`src/rtl/mips32_pkg.sv`:
```
// Shared types for the MIPS32 memory arbiter: FSM states, port-owner encoding
// and default address/data widths.
package mips32_pkg;

  typedef enum logic {
    IDLE = 1'b0,
    WAIT = 1'b1
  } state_t;

  typedef enum logic {
    OWN_IF = 1'b0,
    OWN_D  = 1'b1
  } owner_t;

  localparam int DEF_AW = 11;
  localparam int DEF_DW = 32;

endpackage

```
`src/rtl/mips32_starve_ctr.sv`:
```
// Saturating count of data grants issued while a fetch was left waiting;
// at_max tells the arbiter to hand the next slot to the fetch port.
module mips32_starve_ctr #(
  parameter int STARVE_MAX = 4
) (
  input  logic clk1,
  input  logic rst_n,
  input  logic inc,
  input  logic clr,
  output logic at_max
);

  localparam int CW = $clog2(STARVE_MAX + 1);

  logic [CW-1:0] cnt;

  // Clear takes priority so a fetch grant always restarts the window.
  always_ff @(posedge clk1 or negedge rst_n) begin
    if (!rst_n) begin
      cnt <= '0;
    end else if (clr) begin
      cnt <= '0;
    end else if (inc && (cnt != CW'(STARVE_MAX))) begin
      cnt <= cnt + CW'(1);
    end
  end

  assign at_max = (cnt == CW'(STARVE_MAX));

endmodule

```
`src/rtl/mips32_mem_arbiter.sv`:
```
// Single-port memory arbiter between instruction fetch and the data port.
// Data has priority; the starvation counter forces a fetch slot periodically.
module mips32_mem_arbiter
  import mips32_pkg::*;
#(
  parameter int AW         = DEF_AW,
  parameter int DW         = DEF_DW,
  parameter int MEM_LAT    = 1,
  parameter int STARVE_MAX = 4
) (
  input  logic          clk1,
  input  logic          rst_n,
  input  logic          if_req,
  input  logic [AW-1:0] if_addr,
  output logic          if_gnt,
  output logic          if_rvalid,
  output logic [DW-1:0] if_rdata,
  input  logic          flush,
  input  logic          d_req,
  input  logic          d_we,
  input  logic [AW-1:0] d_addr,
  input  logic [DW-1:0] d_wdata,
  output logic          d_gnt,
  output logic          d_rvalid,
  output logic [DW-1:0] d_rdata,
  output logic          mem_en,
  output logic          mem_we,
  output logic [AW-1:0] mem_addr,
  output logic [DW-1:0] mem_wdata,
  input  logic [DW-1:0] mem_rdata,
  output logic          busy
);

  localparam int LW = $clog2(MEM_LAT + 1);

  state_t        state, state_nx;
  owner_t        owner, owner_nx;
  logic          wr, wr_nx;
  logic          cancel, cancel_nx;
  logic [LW-1:0] lat, lat_nx;

  logic          if_gnt_nx, d_gnt_nx, if_rvalid_nx, d_rvalid_nx;
  logic          mem_en_nx, mem_we_nx;
  logic [AW-1:0] mem_addr_nx;
  logic [DW-1:0] mem_wdata_nx, if_rdata_nx, d_rdata_nx;
  logic          starve_inc, starve_clr, at_max, pick_if;

  mips32_starve_ctr #(.STARVE_MAX(STARVE_MAX)) u_starve (
    .clk1   (clk1),
    .rst_n  (rst_n),
    .inc    (starve_inc),
    .clr    (starve_clr),
    .at_max (at_max)
  );

  // Next-state, grant and response decode; every output is registered below.
  always_comb begin
    state_nx     = state;
    owner_nx     = owner;
    wr_nx        = wr;
    cancel_nx    = cancel;
    lat_nx       = lat;
    if_gnt_nx    = 1'b0;
    d_gnt_nx     = 1'b0;
    if_rvalid_nx = 1'b0;
    d_rvalid_nx  = 1'b0;
    mem_en_nx    = 1'b0;
    mem_we_nx    = 1'b0;
    mem_addr_nx  = '0;
    mem_wdata_nx = '0;
    if_rdata_nx  = if_rdata;
    d_rdata_nx   = d_rdata;
    starve_inc   = 1'b0;
    starve_clr   = 1'b0;
    pick_if      = if_req && (!d_req || at_max);
    case (state)
      IDLE: begin
        starve_clr = !if_req;
        if (if_req || d_req) begin
          state_nx  = WAIT;
          lat_nx    = LW'(MEM_LAT);
          cancel_nx = 1'b0;
          mem_en_nx = 1'b1;
          if (pick_if) begin
            owner_nx    = OWN_IF;
            wr_nx       = 1'b0;
            if_gnt_nx   = 1'b1;
            mem_addr_nx = if_addr;
            starve_clr  = 1'b1;
          end else begin
            owner_nx     = OWN_D;
            wr_nx        = d_we;
            d_gnt_nx     = 1'b1;
            mem_we_nx    = d_we;
            mem_addr_nx  = d_addr;
            mem_wdata_nx = d_wdata;
            starve_inc   = if_req;
          end
        end
      end
      WAIT: begin
        if ((owner == OWN_IF) && flush) begin
          cancel_nx = 1'b1;
        end
        if (lat == '0) begin
          state_nx  = IDLE;
          cancel_nx = 1'b0;
          if (owner == OWN_IF) begin
            // A flush on the final cycle still cancels the response.
            if (!(cancel || flush)) begin
              if_rvalid_nx = 1'b1;
              if_rdata_nx  = mem_rdata;
            end
          end else begin
            d_rvalid_nx = 1'b1;
            d_rdata_nx  = wr ? '0 : mem_rdata;
          end
        end else begin
          lat_nx = lat - LW'(1);
        end
      end
      default: state_nx = IDLE;
    endcase
  end

  always_ff @(posedge clk1 or negedge rst_n) begin
    if (!rst_n) begin
      state     <= IDLE;
      owner     <= OWN_IF;
      wr        <= 1'b0;
      cancel    <= 1'b0;
      lat       <= '0;
      if_gnt    <= 1'b0;
      d_gnt     <= 1'b0;
      if_rvalid <= 1'b0;
      d_rvalid  <= 1'b0;
      if_rdata  <= '0;
      d_rdata   <= '0;
      mem_en    <= 1'b0;
      mem_we    <= 1'b0;
      mem_addr  <= '0;
      mem_wdata <= '0;
    end else begin
      state     <= state_nx;
      owner     <= owner_nx;
      wr        <= wr_nx;
      cancel    <= cancel_nx;
      lat       <= lat_nx;
      if_gnt    <= if_gnt_nx;
      d_gnt     <= d_gnt_nx;
      if_rvalid <= if_rvalid_nx;
      d_rvalid  <= d_rvalid_nx;
      if_rdata  <= if_rdata_nx;
      d_rdata   <= d_rdata_nx;
      mem_en    <= mem_en_nx;
      mem_we    <= mem_we_nx;
      mem_addr  <= mem_addr_nx;
      mem_wdata <= mem_wdata_nx;
    end
  end

  assign busy = (state == WAIT);

endmodule
```
`config.mk`:
```
export PLATFORM = sky130hd
export DESIGN_NAME = mips32_mem_arbiter
export DESIGN_NICKNAME = d
export VERILOG_FILES = /design/src/rtl/mips32_pkg.sv /design/src/rtl/mips32_starve_ctr.sv /design/src/rtl/mips32_mem_arbiter.sv
export SDC_FILE = /design/constraint.sdc
export NUM_CORES = 1
export LEC_CHECK = 0
export BUFFER_PORTS_ARGS = -buffer_cell sky130_fd_sc_hd__buf_2
export CAP_MARGIN = 40
export CORE_MARGIN = 3
export CORE_UTILIZATION = 45
export CTS_CLUSTER_DIAMETER = 30
export DETAILED_ROUTE_END_ITERATION = 10
export PLACE_DENSITY = 0.76
export SLEW_MARGIN = 20
export SYNTH_ARGS = -nofsm -noshare
export SYNTH_HDL_FRONTEND = slang
export SYNTH_HIERARCHICAL = 1
export SYNTH_SLANG_ARGS = --single-unit
```
`constraint.sdc`:
```
create_clock -name clk1 -period 2.4 [get_ports clk1]
set_input_delay 0.24 -clock clk1 [delete_from_list [all_inputs] [get_ports clk1]]
set_output_delay 0.24 -clock clk1 [all_outputs]
set_load 0.01 [all_outputs]
```
==> flow_summary.json <==
{
  "status": "completed",
  "place_hpwl_um": 7760,
  "nets": 747,
  "rsz0062_at_grt": "false",
  "grt_max_degree": 66,
  "crit_type": "reg2reg",
  "drv_cap": 0,
  "initial_core_util_pct": 46.8,
  "place_inst": 678,
  "r2r_slack_ns": 0.18,
  "irDropWorstVdd_mv": 0.494,
  "wl_per_cell_um": 16.8,
  "antenna_found_initial": 0,
  "powerDensity_mw_per_mm2": 1190,
  "multi_input_area_mm2": 0.00143,
  "portBuffers": 205,
  "netlist_instances": 353,
  "yosysUniqueCellTypes": 30,
  "timing.rr.start": "u_starve/cnt[0]",
  "antenna-diode-count": 0,
  "die_height_um": 107,
  "area_growth_pct": 57.9,
  "crit_required_ns": 2.83,
  "drc": 0,
  "slew_violations": 0,
  "nFillCells": 624,
  "worst_pin_slew_ns": 0.572,
  "vias": 3832,
  "clockBufferDepth": 2,
  "io-pin-count": 206,
  "cts_sinks": 121,
  "timing.rr.end": "mem_addr[10]",
  "finalWorstPathRequiredPeriod_ns": 2.22,
  "min_period_over_period_pct": 92.4,
  "rr_worst_depth": 7,
  "numCtsBuffers": 17,
  "grt_pass1_vias": 4176,
  "seq_area_frac_synth_pct": 65.6,
  "crit_path_max_fanout": 35,
  "hp-class": "in2reg",
  "cp-endpoint": "mem_addr[10]",
  "wl_um": 13400,
  "ant_nets": 0,
  "drt_iter0_markers": 223,
  "ys_warn_count": 6,
  "hold_viol": 0,
  "synth_nets": 447,
  "arrival_ns": 2.65,
  "slew-limit-headroom_pct": 61.9,
  "gp_congestion": 0.772,
  "fp.dieArea_mm2": 0.0115,
  "syn_area_mm2": 0.00461,
  "drive_gt1_share_pct": 42.2,
  "ys_seq_elements": 121,
  "clock_skew_ns": 0.00807,
  "stdcell_count": 797,
  "syn_avg_cell_area_um2": 13.1,
  "start_kind": "flip-flop",
  "whs_ns": 0.0543,
  "regArea_mm2": 0.00303,
  "std_cell_rows": 36,
  "clk_latency_ns": 0.49,
  "grt-ovfl-total": 0,
  "first_pass_iters": 4,
  "fmax_ghz": 0.451,
  "core_area_mm2": 0.00986,
  "grt_pass1_wl_um": 21000,
  "cts_tree": "yes",
  "cp-end-kind": "flip-flop",
  "clk_pin_slew_ns": 0.06,
  "viasPerCell": 4.81,
  "worstHoldPathCells": 3,
  "leakagePower_nw": 3.87,
  "htree_levels": 4,
  "tns_ns": 0,
  "root_buffer": "clkbuf_8",
  "die_x_um": 107,
  "track_usage_pct": 23.7,
  "crit_start": "u_starve/cnt[0]",
  "setup_viol": 0
}
==> how the worst min path moves through the flow <==
stage | to | slack [ns] | start
after floorplan | busy | -0.06 | rst_n
after global placement | if_rdata[17] | 0.1 | rst_n
after detailed placement | if_rdata[17] | 0.1 | rst_n
after CTS | cancel | 0.02 | flush
after global routing | cancel | 0.04 | flush
final | cancel | 0.05 | flush
==> power by group <==
part / total, mW / leakage [nW] / switching (mW) / internal (mW)
sequential: 3.13 / 1.55 / 0.367 / 2.76
clock: 2.60 / 0.301 / 0.841 / 1.75
combinational: 2.94 / 2.03 / 1.51 / 1.43
total: 8.66 / 3.87 / 2.72 / 5.94
==> metal layers <==
metal  vias to the layer above  GRT usage [%]  wire length [um]  part of all wire (%)
li1                       1765              -                 -                     -
met1                      1869           28.1              5300                    40
met2                       180           39.7              6740                    50
met3                        18           8.64              1120                   8.4
met4                         0           8.49               188                   1.4
met5                         -              0                 0                     0
==> synthesized netlist by cell type <==
library cell	count	area share, %
dfrtp_1	121	66
nand2_1	64	5.2
and2_1	34	4.6
o21ai_0	34	3.7
mux2_4	30	9.8
a22o_1	11	2.1
buf_2	10	1.1
inv_1	7	0.57
a21oi_1	5	0.54
clkbuf_1	4	0.33
buf_12	3	1.3
mux2_2	3	0.73
nand2b_1	3	0.41
nor2_1	3	0.24
nor3_1	3	0.33
buf_1	2	0.16
ha_1	2	0.54
nor2b_1	2	0.27
a211oi_2	1	0.27
a21boi_2	1	0.24
and3_1	1	0.14
and3b_1	1	0.19
and4b_1	1	0.22
buf_4	1	0.16
buf_6	1	0.24
mux2i_1	1	0.22
nand3b_1	1	0.16
nand4b_1	1	0.19
nor3b_2	1	0.27
o2bb2ai_1	1	0.19
==> per-stage QoR <==
stage	area [um2]	util [%]	power [mW]	worst slack [ns]
global route	7280	73.8	9.16	0.0278
CTS	7250	73.5	8.66	0.0363
global placement	5760	58.4	5.75	0.512
floorplan	4610	-	4.78	0.598
detailed placement	5760	58.4	5.87	0.413
finish	7280	73.8	8.66	0.183
==> what timing repair did <==
item,CTS,global route
hold endpoints to repair,217,0
endpoints found under the setup margin,0,11
resized for setup,0,3
setup buffers,0,1
hold buffers,88,0
==> sequential cells by signal (all words and copies together) (netlist names) <==
| signal | cells |
|---|---|
| mem_we | 1 |
| wr | 1 |
| cancel | 1 |
| mem_en | 1 |
| lat | 1 |
| d_gnt | 1 |
| if_gnt | 1 |
| u_starve/cnt | 3 |
| if_rdata | 32 |
| mem_wdata | 32 |
| if_rvalid | 1 |
| d_rvalid | 1 |
| d_rdata | 32 |
| mem_addr | 11 |
| busy | 1 |
| owner | 1 |
==> worst max-delay path, cell delays in order (launching register included) <==
cell and delay, ns:
dfrtp_1 0.39, inv_1 0.06, ha_1 0.24, and2_1 0.22, a211oi_4 0.24, buf_6 0.26, a22o_1 0.19, dlygate4sd3_1 0.56
==> layout make-up <==
type | instances | share of cell area (%)
Multi-Input combinational cell | 204 | 19.6
Clock inverter | 8 | 1.98
Sequential cell | 121 | 41.6
Timing Repair Buffer | 302 | 27.9
Tap cell | 133 | 2.28
Inverter | 7 | 0.361
Clock buffer | 22 | 6.36
==> logic make-up (layout without fill, tap and decap cells) <==
group	Yosys count	count (layout)	synth area share, %
simple gates	115	115	12.2
mux	34	34	10.7
compound gates	53	53	7.02
flops	121	121	65.6
buf+inv	28	339	3.85
fa+ha+maj	2	2	0.542
==> placed cells by master, fill, tap and decap left out, drive strengths merged, types with 3 or more instances in the layout <==
cell and n:
a21oi 5, nor2 3, inv 7, clkinv 4, dlygate4sd3 88, a22o 11, o21ai 34, bufinv 4
mux2 33, and2 34, nand2b 3, clkbuf 22, buf 214, nor3 3, nand2 64, dfrtp 121
No activity file was read; power rests on OpenSTA's default activity.
